<file path="config.mk">
export PLATFORM = sky130hd
export DESIGN_NAME = ds1620_poll_ctrl
export DESIGN_NICKNAME = d
export VERILOG_FILES = /design/src/rtl/ds1620_poll_ctrl.sv
export SDC_FILE = /design/constraint.sdc
export NUM_CORES = 1
export LEC_CHECK = 0
export BUFFER_PORTS_ARGS = -buffer_cell sky130_fd_sc_hd__buf_2
export CORE_MARGIN = 4
export CORE_UTILIZATION = 45
export CTS_BUF_LIST = sky130_fd_sc_hd__clkbuf_2 sky130_fd_sc_hd__clkbuf_4 sky130_fd_sc_hd__clkbuf_8
export DETAILED_ROUTE_END_ITERATION = 16
export PLACE_DENSITY = 0.71
export SETUP_SLACK_MARGIN = 0.4
export SLEW_MARGIN = 20
export SYNTH_ARGS = -nofsm -noshare
export SYNTH_HDL_FRONTEND = slang
export SYNTH_SLANG_ARGS = --single-unit
</file>
<file path="constraint.sdc">
create_clock -name CLK_IN -period 5.3 [get_ports CLK_IN]
set_input_delay 1.06 -clock CLK_IN [delete_from_list [all_inputs] [get_ports CLK_IN]]
set_output_delay 1.06 -clock CLK_IN [all_outputs]
set_load 0.02 [all_outputs]
</file>
<file path="src/rtl/ds1620_poll_ctrl.sv">
// DS1620 transaction sequencer: one-time configuration, then convert/read cycles
// triggered by a poll timer or by requesters, with coalesced acknowledgement.
module ds1620_poll_ctrl #(
    parameter int unsigned POLL_DIV  = 1_000_000,
    parameter int unsigned CONV_WAIT = 750_000,
    parameter int unsigned TIMEOUT   = 4096,
    parameter logic [7:0]  CFG_BYTE  = 8'h02
) (
    input  logic       CLK_IN,
    input  logic       CLR_N,
    input  logic [1:0] REQ,
    output logic [1:0] ACK,
    output logic [8:0] TEMP,
    output logic       TEMP_VALID,
    output logic       ERR,
    output logic       ENG_START,
    output logic [7:0] ENG_CMD,
    output logic       ENG_WR,
    output logic [7:0] ENG_WDATA,
    output logic       ENG_RD,
    input  logic       ENG_BUSY,
    input  logic       ENG_DONE,
    input  logic [8:0] ENG_RDATA
);

    localparam int PW = $clog2(POLL_DIV + 1);
    localparam int WW = $clog2(CONV_WAIT + 1);
    localparam int TW = $clog2(TIMEOUT + 1);

    localparam logic [PW-1:0] POLL_RELOAD = PW'(POLL_DIV - 1);
    localparam logic [WW-1:0] WAIT_LAST   = WW'(CONV_WAIT - 1);
    localparam logic [TW-1:0] TO_LAST     = TW'(TIMEOUT - 1);

    localparam logic [7:0] CMD_WRITE_CFG = 8'h0C;
    localparam logic [7:0] CMD_START_CNV = 8'hEE;
    localparam logic [7:0] CMD_READ_TEMP = 8'hAA;

    typedef enum logic [2:0] {
        ST_CFG, ST_IDLE, ST_CONV, ST_WAIT, ST_READ, ST_PUB
    } state_t;

    state_t          state_q, state_d;
    logic            launched_q, launched_d;
    logic            start_q, start_d;
    logic [7:0]      cmd_q, cmd_d;
    logic            wr_q, wr_d;
    logic [7:0]      wdata_q, wdata_d;
    logic            rd_q, rd_d;
    logic [WW-1:0]   wait_q, wait_d;
    logic [TW-1:0]   to_q, to_d;
    logic [PW-1:0]   poll_q, poll_d;
    logic            poll_pend_q, poll_pend_d;
    logic [1:0]      svc_q, svc_d;
    logic [8:0]      temp_q, temp_d;
    logic [1:0]      ack_q, ack_d;
    logic            tv_q, tv_d;
    logic            err_q, err_d;
    logic            done_ok, timed_out, poll_expire;

    always_comb begin
        // NOTE: every target is defaulted first so no branch can infer a latch.
        state_d     = state_q;
        launched_d  = launched_q;
        start_d     = 1'b0;
        cmd_d       = cmd_q;
        wr_d        = wr_q;
        wdata_d     = wdata_q;
        rd_d        = rd_q;
        wait_d      = wait_q;
        to_d        = to_q;
        svc_d       = svc_q;
        temp_d      = temp_q;
        ack_d       = 2'b00;
        tv_d        = 1'b0;
        err_d       = err_q;

        poll_expire = (poll_q == '0);
        poll_d      = poll_expire ? POLL_RELOAD : poll_q - 1'b1;
        poll_pend_d = poll_pend_q | poll_expire;

        // DONE only counts for a command this block actually launched.
        done_ok   = launched_q && ENG_DONE;
        timed_out = launched_q && !ENG_DONE && (to_q == TO_LAST);
        if (launched_q && !ENG_DONE)
            to_d = to_q + 1'b1;

        case (state_q)
            ST_CFG:  if (done_ok) state_d = ST_IDLE;
            ST_IDLE: if (poll_pend_q || (REQ != 2'b00)) begin
                         svc_d       = REQ;
                         poll_pend_d = 1'b0;
                         state_d     = ST_CONV;
                     end
            ST_CONV: if (done_ok) begin
                         state_d = ST_WAIT;
                         wait_d  = WAIT_LAST;
                     end
            ST_WAIT: if (wait_q == '0) state_d = ST_READ;
                     else              wait_d  = wait_q - 1'b1;
            ST_READ: if (done_ok) begin
                         temp_d  = ENG_RDATA;
                         ack_d   = svc_q;
                         tv_d    = 1'b1;
                         state_d = ST_PUB;
                     end
            ST_PUB:  begin
                         svc_d   = 2'b00;
                         state_d = ST_IDLE;
                     end
            default: state_d = ST_CFG;
        endcase

        if (timed_out) begin
            err_d   = 1'b1;
            svc_d   = 2'b00;
            state_d = (state_q == ST_CFG) ? ST_CFG : ST_IDLE;
        end

        if (done_ok || timed_out) begin
            launched_d = 1'b0;
            cmd_d      = 8'h00;
            wr_d       = 1'b0;
            wdata_d    = 8'h00;
            rd_d       = 1'b0;
        end

        // Launch on the edge that enters a command state, or the first idle-engine edge after.
        if (!launched_d && !ENG_BUSY &&
            (state_d == ST_CFG || state_d == ST_CONV || state_d == ST_READ)) begin
            start_d    = 1'b1;
            launched_d = 1'b1;
            to_d       = '0;
            cmd_d      = (state_d == ST_CFG)  ? CMD_WRITE_CFG :
                         (state_d == ST_CONV) ? CMD_START_CNV : CMD_READ_TEMP;
            wr_d       = (state_d == ST_CFG);
            wdata_d    = (state_d == ST_CFG) ? CFG_BYTE : 8'h00;
            rd_d       = (state_d == ST_READ);
        end
    end

    always_ff @(posedge CLK_IN or negedge CLR_N) begin
        if (!CLR_N) begin
            state_q     <= ST_CFG;
            launched_q  <= 1'b0;
            start_q     <= 1'b0;
            cmd_q       <= 8'h00;
            wr_q        <= 1'b0;
            wdata_q     <= 8'h00;
            rd_q        <= 1'b0;
            wait_q      <= '0;
            to_q        <= '0;
            poll_q      <= POLL_RELOAD;
            poll_pend_q <= 1'b0;
            svc_q       <= 2'b00;
            temp_q      <= 9'h000;
            ack_q       <= 2'b00;
            tv_q        <= 1'b0;
            err_q       <= 1'b0;
        end else begin
            // NOTE: non-blocking so every register updates from the same pre-edge values.
            state_q     <= state_d;
            launched_q  <= launched_d;
            start_q     <= start_d;
            cmd_q       <= cmd_d;
            wr_q        <= wr_d;
            wdata_q     <= wdata_d;
            rd_q        <= rd_d;
            wait_q      <= wait_d;
            to_q        <= to_d;
            poll_q      <= poll_d;
            poll_pend_q <= poll_pend_d;
            svc_q       <= svc_d;
            temp_q      <= temp_d;
            ack_q       <= ack_d;
            tv_q        <= tv_d;
            err_q       <= err_d;
        end
    end

    assign ACK        = ack_q;
    assign TEMP       = temp_q;
    assign TEMP_VALID = tv_q;
    assign ERR        = err_q;
    assign ENG_START  = start_q;
    assign ENG_CMD    = cmd_q;
    assign ENG_WR     = wr_q;
    assign ENG_WDATA  = wdata_q;
    assign ENG_RD     = rd_q;

endmodule

</file>
Word-level counts from Yosys, hierarchy flattened. Cells that the tools add are included.

ROM bits: 0. Output and inout bits: 32. RAM bits: 0. Memories kept: 0. Latch bits: 0. Register bits after elaboration: 92. Input port bits: 15. Word-level logic and storage cells: 90.

Bitwise gates (word level): 1. Add/subtract/negate cells: 3. Equal/unequal tests: 11. Multiply operators: 0. Multiplexer cells: 35. Divide/modulo/power cells: 0. Reduce and logical (&&, ||, !) cells: 24. Shifts and indexed selects: 0. $lt $le $gt $ge: 0.

Operators with widths (count): $mux 20 (3); $logic_not 20->1 (2); $pmux 20 s2 (1); $sub 20x1->20 const B (2); $mux 8 (4); $mux 13 (2); $mux 3 (6); $pmux 3 s6 (1); $add 13x1->13 const B (1); $eq 13x12->1 const B (1); $mux 1 (11); $mux 2 (5); $eq 3x2->1 const B (3); $eq 3x3->1 const B (3); $reduce_bool 2->1 (4); $mux 7 (1); $logic_not 3->1 (2); $logic_and 1x1->1 (5); $logic_or 1x1->1 (4); $ne 2x2->1 const B (2); $pmux 2 s2 (1); $reduce_and 2->1 (2); $eq 3x1->1 const B (1); $logic_not 1->1 (3); 4 further kinds (4).

Depth between registers and ports, before layout.
Depth in word-level cells: 10. Gate-level depth with buffers: 8.

Worst setup path after synthesis. Ideal clock, no wire load.

Path kind: input to register. Start point: input port ENG_DONE. End point: register rd_q (netlist: ENG_RD). Stages on the path: 5. Arrival time: 2.436 ns. Setup time: 0.125 ns. Buffers on the path: 0. Data required time: 5.175 ns. Path slack: 2.740 ns. Cells stage by stage: nand4b_1 -> nor4_1 -> nand3b_1 -> a211oi_2 -> mux2_2.

Word-level cells in the longest chain between the ends: 9.

RTL lines: from (decl) (RTL line 22) `input logic ENG_DONE,`; $logic_and 1x1->1 or $logic_not 1->1 (tied branches) (RTL line 82, 83); $mux 3, or another cell as far along (RTL line 100) `ST_READ: if (done_ok) begin`; $pmux 3 s6 or $logic_and 1x1->1 (tied branches) (RTL line 87, 83); $mux 3 or $logic_or 1x1->1 (tied branches) (RTL line 113, 119); $eq 3x2->1, or another cell as far along (RTL line 129) `(state_d == ST_CFG || state_d == ST_CONV || state_d == ST_READ)) begin`; $logic_or 1x1->1 or $logic_not 1->1 (tied branches) (RTL line 129, 128); $logic_or 1x1->1 or $logic_and 1x1->1 (tied branches) (RTL line 129, 128); $logic_and 1x1->1 (RTL line 128) `if (!launched_d && !ENG_BUSY &&`; $mux 1 or $reduce_bool 2->1 (tied branches); to (signal assigned) (RTL line 167) `rd_q <= rd_d;`; to (decl) (RTL line 48) `logic rd_q, rd_d;`.

Parallel ways exist; a longest one is shown, timed or not. A chain may end at the register's enable or synchronous reset.

Worst setup path in the final report. Ends and elaborated chain as after synthesis.

==> summary.md <==
| Metric | Value |
|---|---|
| Status | `finished clean` |
| Overall global routing resource usage | `15.9%` |
| Ranking of synthesized cells by area | `sky130_fd_sc_hd__dfrtp_1 42%, sky130_fd_sc_hd__dfstp_2 7.8%, sky130_fd_sc_hd__nor2_1 4.7%` |
| Slew margin rel. | `34.0%` |
| Sequential cell fraction of total power | `49.6%` |
| Total congestion overflow after global routing | `0` |
| Worst setup slack for register-to-register paths | `2.12 ns` |
| Number of filler instances in the final layout | `808` |
| Post-cts gate resize count | `0` |
| Max-Cap Viols | `0` |
| Clk_lat worst skew | `0.35 ns` |
| Post-layout instance count excluding filler cells | `548` |
| Area added between synthesis and finish | `9.54%` |
| Residual DRC count | `0` |
| Static Leak | `1.93 nW` |
| Area of the mapped netlist | `0.00405 mm2` |
| VDD IR max | `0.230 mV` |
| Most common cell in the synthesized netlist | `sky130_fd_sc_hd__dfrtp_1` |
| Proportion of netlist area held by the largest area contributor | `42.0%` |
| CTS Sinks | `80` |
| Clock tree from TritonCTS | `built` |
| Average cell area after synthesis | `10.0 um2` |
| Final hold violation count | `0` |
| Number of optimization iterations in the first detailed-route pass | `4` |
| Fmax | `0.303 GHz` |
| Die X | `103 um` |
| Count of H-tree levels built during CTS | `3` |
| Number of failing setup endpoints in the final timing report | `0` |
| Critical path, cell by cell | `buf_2 > nand4b_1 > nor4_1 > nand3b_1 > a211oi_2 > buf_4 > mux2_2` |
| Final wirelength | `7860 um` |
| Share of synthesized registers carrying an async set or reset | `100%` |
| Power spent charging and discharging nets | `0.593 mW` |
| Switch share | `36.3%` |
| Number of antenna violations at the first check in global routing | `0` |
| Worst setup margin | `2.00 ns` |
| Vias in the first global route | `2927` |
| Setup tns final | `0 ns` |
| Cell at the root of the clock tree | `sky130_fd_sc_hd__clkbuf_8` |
| Cells after Synth | `405` |
| Total half-perimeter wirelength after legalization and detailed placement | `5470 um` |
| Type of element capturing the critical path | `flip-flop` |
| Placed inst area | `0.00425 mm2` |
| Synth Register Bits | `80` |
| Worst hold-check path type | `flip-flop to flip-flop` |
| Pins Over Slew Limit | `0` |
| Number of diodes added for antenna fixing | `0` |
| Final standard cell area without fillers | `0.00444 mm2` |
| Most numerous cell types in the synthesized netlist | `68 x sky130_fd_sc_hd__dfrtp_1, 51 x sky130_fd_sc_hd__nor2_1, 31 x sky130_fd_sc_hd__nand2_1, 20 x sky130_fd_sc_hd__a21oi_1, 14 x sky130_fd_sc_hd__xnor2_1` |
| Sequential cell area fraction in the yosys report | `49.8%` |
| Period minus WS final | `3.30 ns` |
| Post-CTS setup buffer count | `0` |
| First-pass GRT wire length | `13400 um` |
| Ratio of cells with drive above 1 in the final layout | `21.1%` |
| Total number of placement rows | `34` |
| Number of vias in the routed layout | `2988` |
| Clock Power Share | `25.9%` |
| Period Utilization, post-route | `62.2%` |
| Share of total power in combinational logic | `24.5%` |
| Type of origin of the critical path | `primary input` |
| Number of distinct library cell variants in the gate-level netlist after synthesis | `51` |
| Clock buffer depth | `2` |
| Leading register cell type out of synthesis | `sky130_fd_sc_hd__dfrtp_1` |
| Clock buffer count from CTS | `9` |
| Total internal power | `1.04 mW` |
| ANT nets after route | `0` |
| Number of cells after detailed placement | `532` |
| Yosys Warn Count | `0` |
| Largest stage delay on the critical path | `0.75 ns` |
| Unrepaired setup endpoints after global routing | `false` |
| Power per cell area | `368 mW/mm2` |
| Clk pin slew, worst setup/hold paths | `0.09 ns` |
| Floorplan core area | `0.00876 mm2` |
| Signal arrival time at the worst endpoint | `3.55 ns` |
| Hold bufs inserted after CTS | `0` |
| Die outline area | `0.0106 mm2` |
| Top-level port count | `47` |
| Yosys top cell by area | `sky130_fd_sc_hd__dfrtp_1` |
| Maximum number of pins on one net before global-route repair | `81` |
| Path type of the worst setup path | `primary input to flip-flop` |
| Drt wl/cell | `14.4 um` |
| GPL Wtd Cong | `0.860` |
| WP data required | `5.55 ns` |
| Worst clock skew on the final layout | `0.00833 ns` |
| Pin slew with the least headroom to its limit | `0.986 ns` |
| Total Nets Final | `455` |
| Via density per instance | `5.45` |
| Maximum fanout count along the critical path | `11` |
| Number of DRC markers after the initial detailed-route iteration | `100` |
| Starting density of the core | `46.3%` |
| Number of flops mapped to enable cells by yosys | `0` |
| Post-placement worst setup slack | `1.64 ns` |
| Die H | `103 um` |
| Slowest CP cell | `sky130_fd_sc_hd__a211oi_2` |
| Buffers on Ports | `37` |
## kinds of logic after synthesis
| logic type | share of synthesized area, % |
|---|---|
| AOI/OAI and AO/OA | 9.29 |
| xor gates and xnor gates | 5.83 |
| adders and majority gates | 1.54 |
| buffers and inverters | 4.88 |
| DFF | 49.8 |
| muxes | 5.00 |
| other | 0.0925 |
| and+or+nand+nor | 23.6 |
## per-layer routing
metal  global-route usage [%]  wire, um
met1                     20.4      3550
met2                     26.2      3960
met3                     3.65       275
met4                     5.88        83
met5                        0         0
## metrics by stage
step | utilization (%) | power (mW) | hold WS [ns]
6_report | 50.7 | 1.64 | 0.468
5_1_grt | 50.7 | 1.75 | 0.499
4_1_cts | 50.7 | 1.66 | 0.472
3_5_place_dp | 48.5 | 1.23 | 0.450
3_3_place_gp | 48.5 | 1.21 | 0.447
2_1_floorplan | - | 1.12 | 0.436
## sequential cells by signal, summed over array words and instances, names as in the netlist
| signal | count |
|---|---|
| ENG_WDATA | 1 |
| ENG_START | 1 |
| to_q | 13 |
| TEMP | 9 |
| svc_q | 2 |
| ERR | 1 |
| ACK | 2 |
| launched_q | 1 |
| wait_q | 20 |
| TEMP_VALID | 1 |
| state_q | 3 |
| ENG_CMD | 4 |
| ENG_RD | 1 |
| poll_q | 20 |
| poll_pend_q | 1 |
## worst max-delay path: cells and delay by family
| family | cells | cell delay (ns) |
|---|---|---|
| and+or+nand+nor | 3 | 0.94 |
| AOI/OAI and AO/OA | 1 | 0.75 |
| buffers and inverters | 2 | 0.44 |
| muxes | 1 | 0.34 |
## path summary, 6_finish.rpt
kind | from | to | cells after the start
setup / recovery | ENG_DONE | ENG_RD$_DFFE_PN0P_ | 7
hold / removal | poll_q[0]$_DFF_PN1_ | poll_q[0]$_DFF_PN1_ | 1
setup reg to reg | wait_q[4]$_DFFE_PN0P_ | ENG_RD$_DFFE_PN0P_ | 6
hold reg to reg | poll_q[0]$_DFF_PN1_ | poll_q[0]$_DFF_PN1_ | 1
max in group asynchronous | CLR_N | TEMP[8]$_DFFE_PN0P_ | 1
min in group asynchronous | CLR_N | wait_q[9]$_DFFE_PN0P_ | 1
## layout make-up
class | count | area [um2] | area share [%]
clock inverters | 7 | 62.6 | 1.41
clock buffers | 9 | 124 | 2.79
flip-flops and latches | 80 | 2020 | 45.4
multi-input cells | 297 | 1870 | 42.1
repair buffers | 39 | 203 | 4.56
inverters | 8 | 30.0 | 0.676
well taps | 108 | 135 | 3.04
## layout by cell type (no fill, tap or decap), types with 10 or more instances in the layout
master / instances
sky130_fd_sc_hd__dfrtp_1: 68
sky130_fd_sc_hd__nor2_1: 51
sky130_fd_sc_hd__buf_2: 36
sky130_fd_sc_hd__nand2_1: 31
sky130_fd_sc_hd__a21oi_1: 20
sky130_fd_sc_hd__xnor2_1: 14
sky130_fd_sc_hd__xor2_1: 13
sky130_fd_sc_hd__nand3_1: 12
sky130_fd_sc_hd__dfstp_2: 12
sky130_fd_sc_hd__or4_1: 11
sky130_fd_sc_hd__nor3_1: 10
sky130_fd_sc_hd__mux2_2: 10
## power groups by stage
stage | registers, mW | clock network (mW) | logic (mW)
after floorplan | 0.813 | 0 | 0.303
after global placement | 0.815 | 0 | 0.392
after detailed placement | 0.820 | 0 | 0.405
after CTS | 0.810 | 0.442 | 0.406
after global routing | 0.831 | 0.467 | 0.452
final | 0.811 | 0.424 | 0.401
Note: power is estimated with default switching activity, not from simulation.
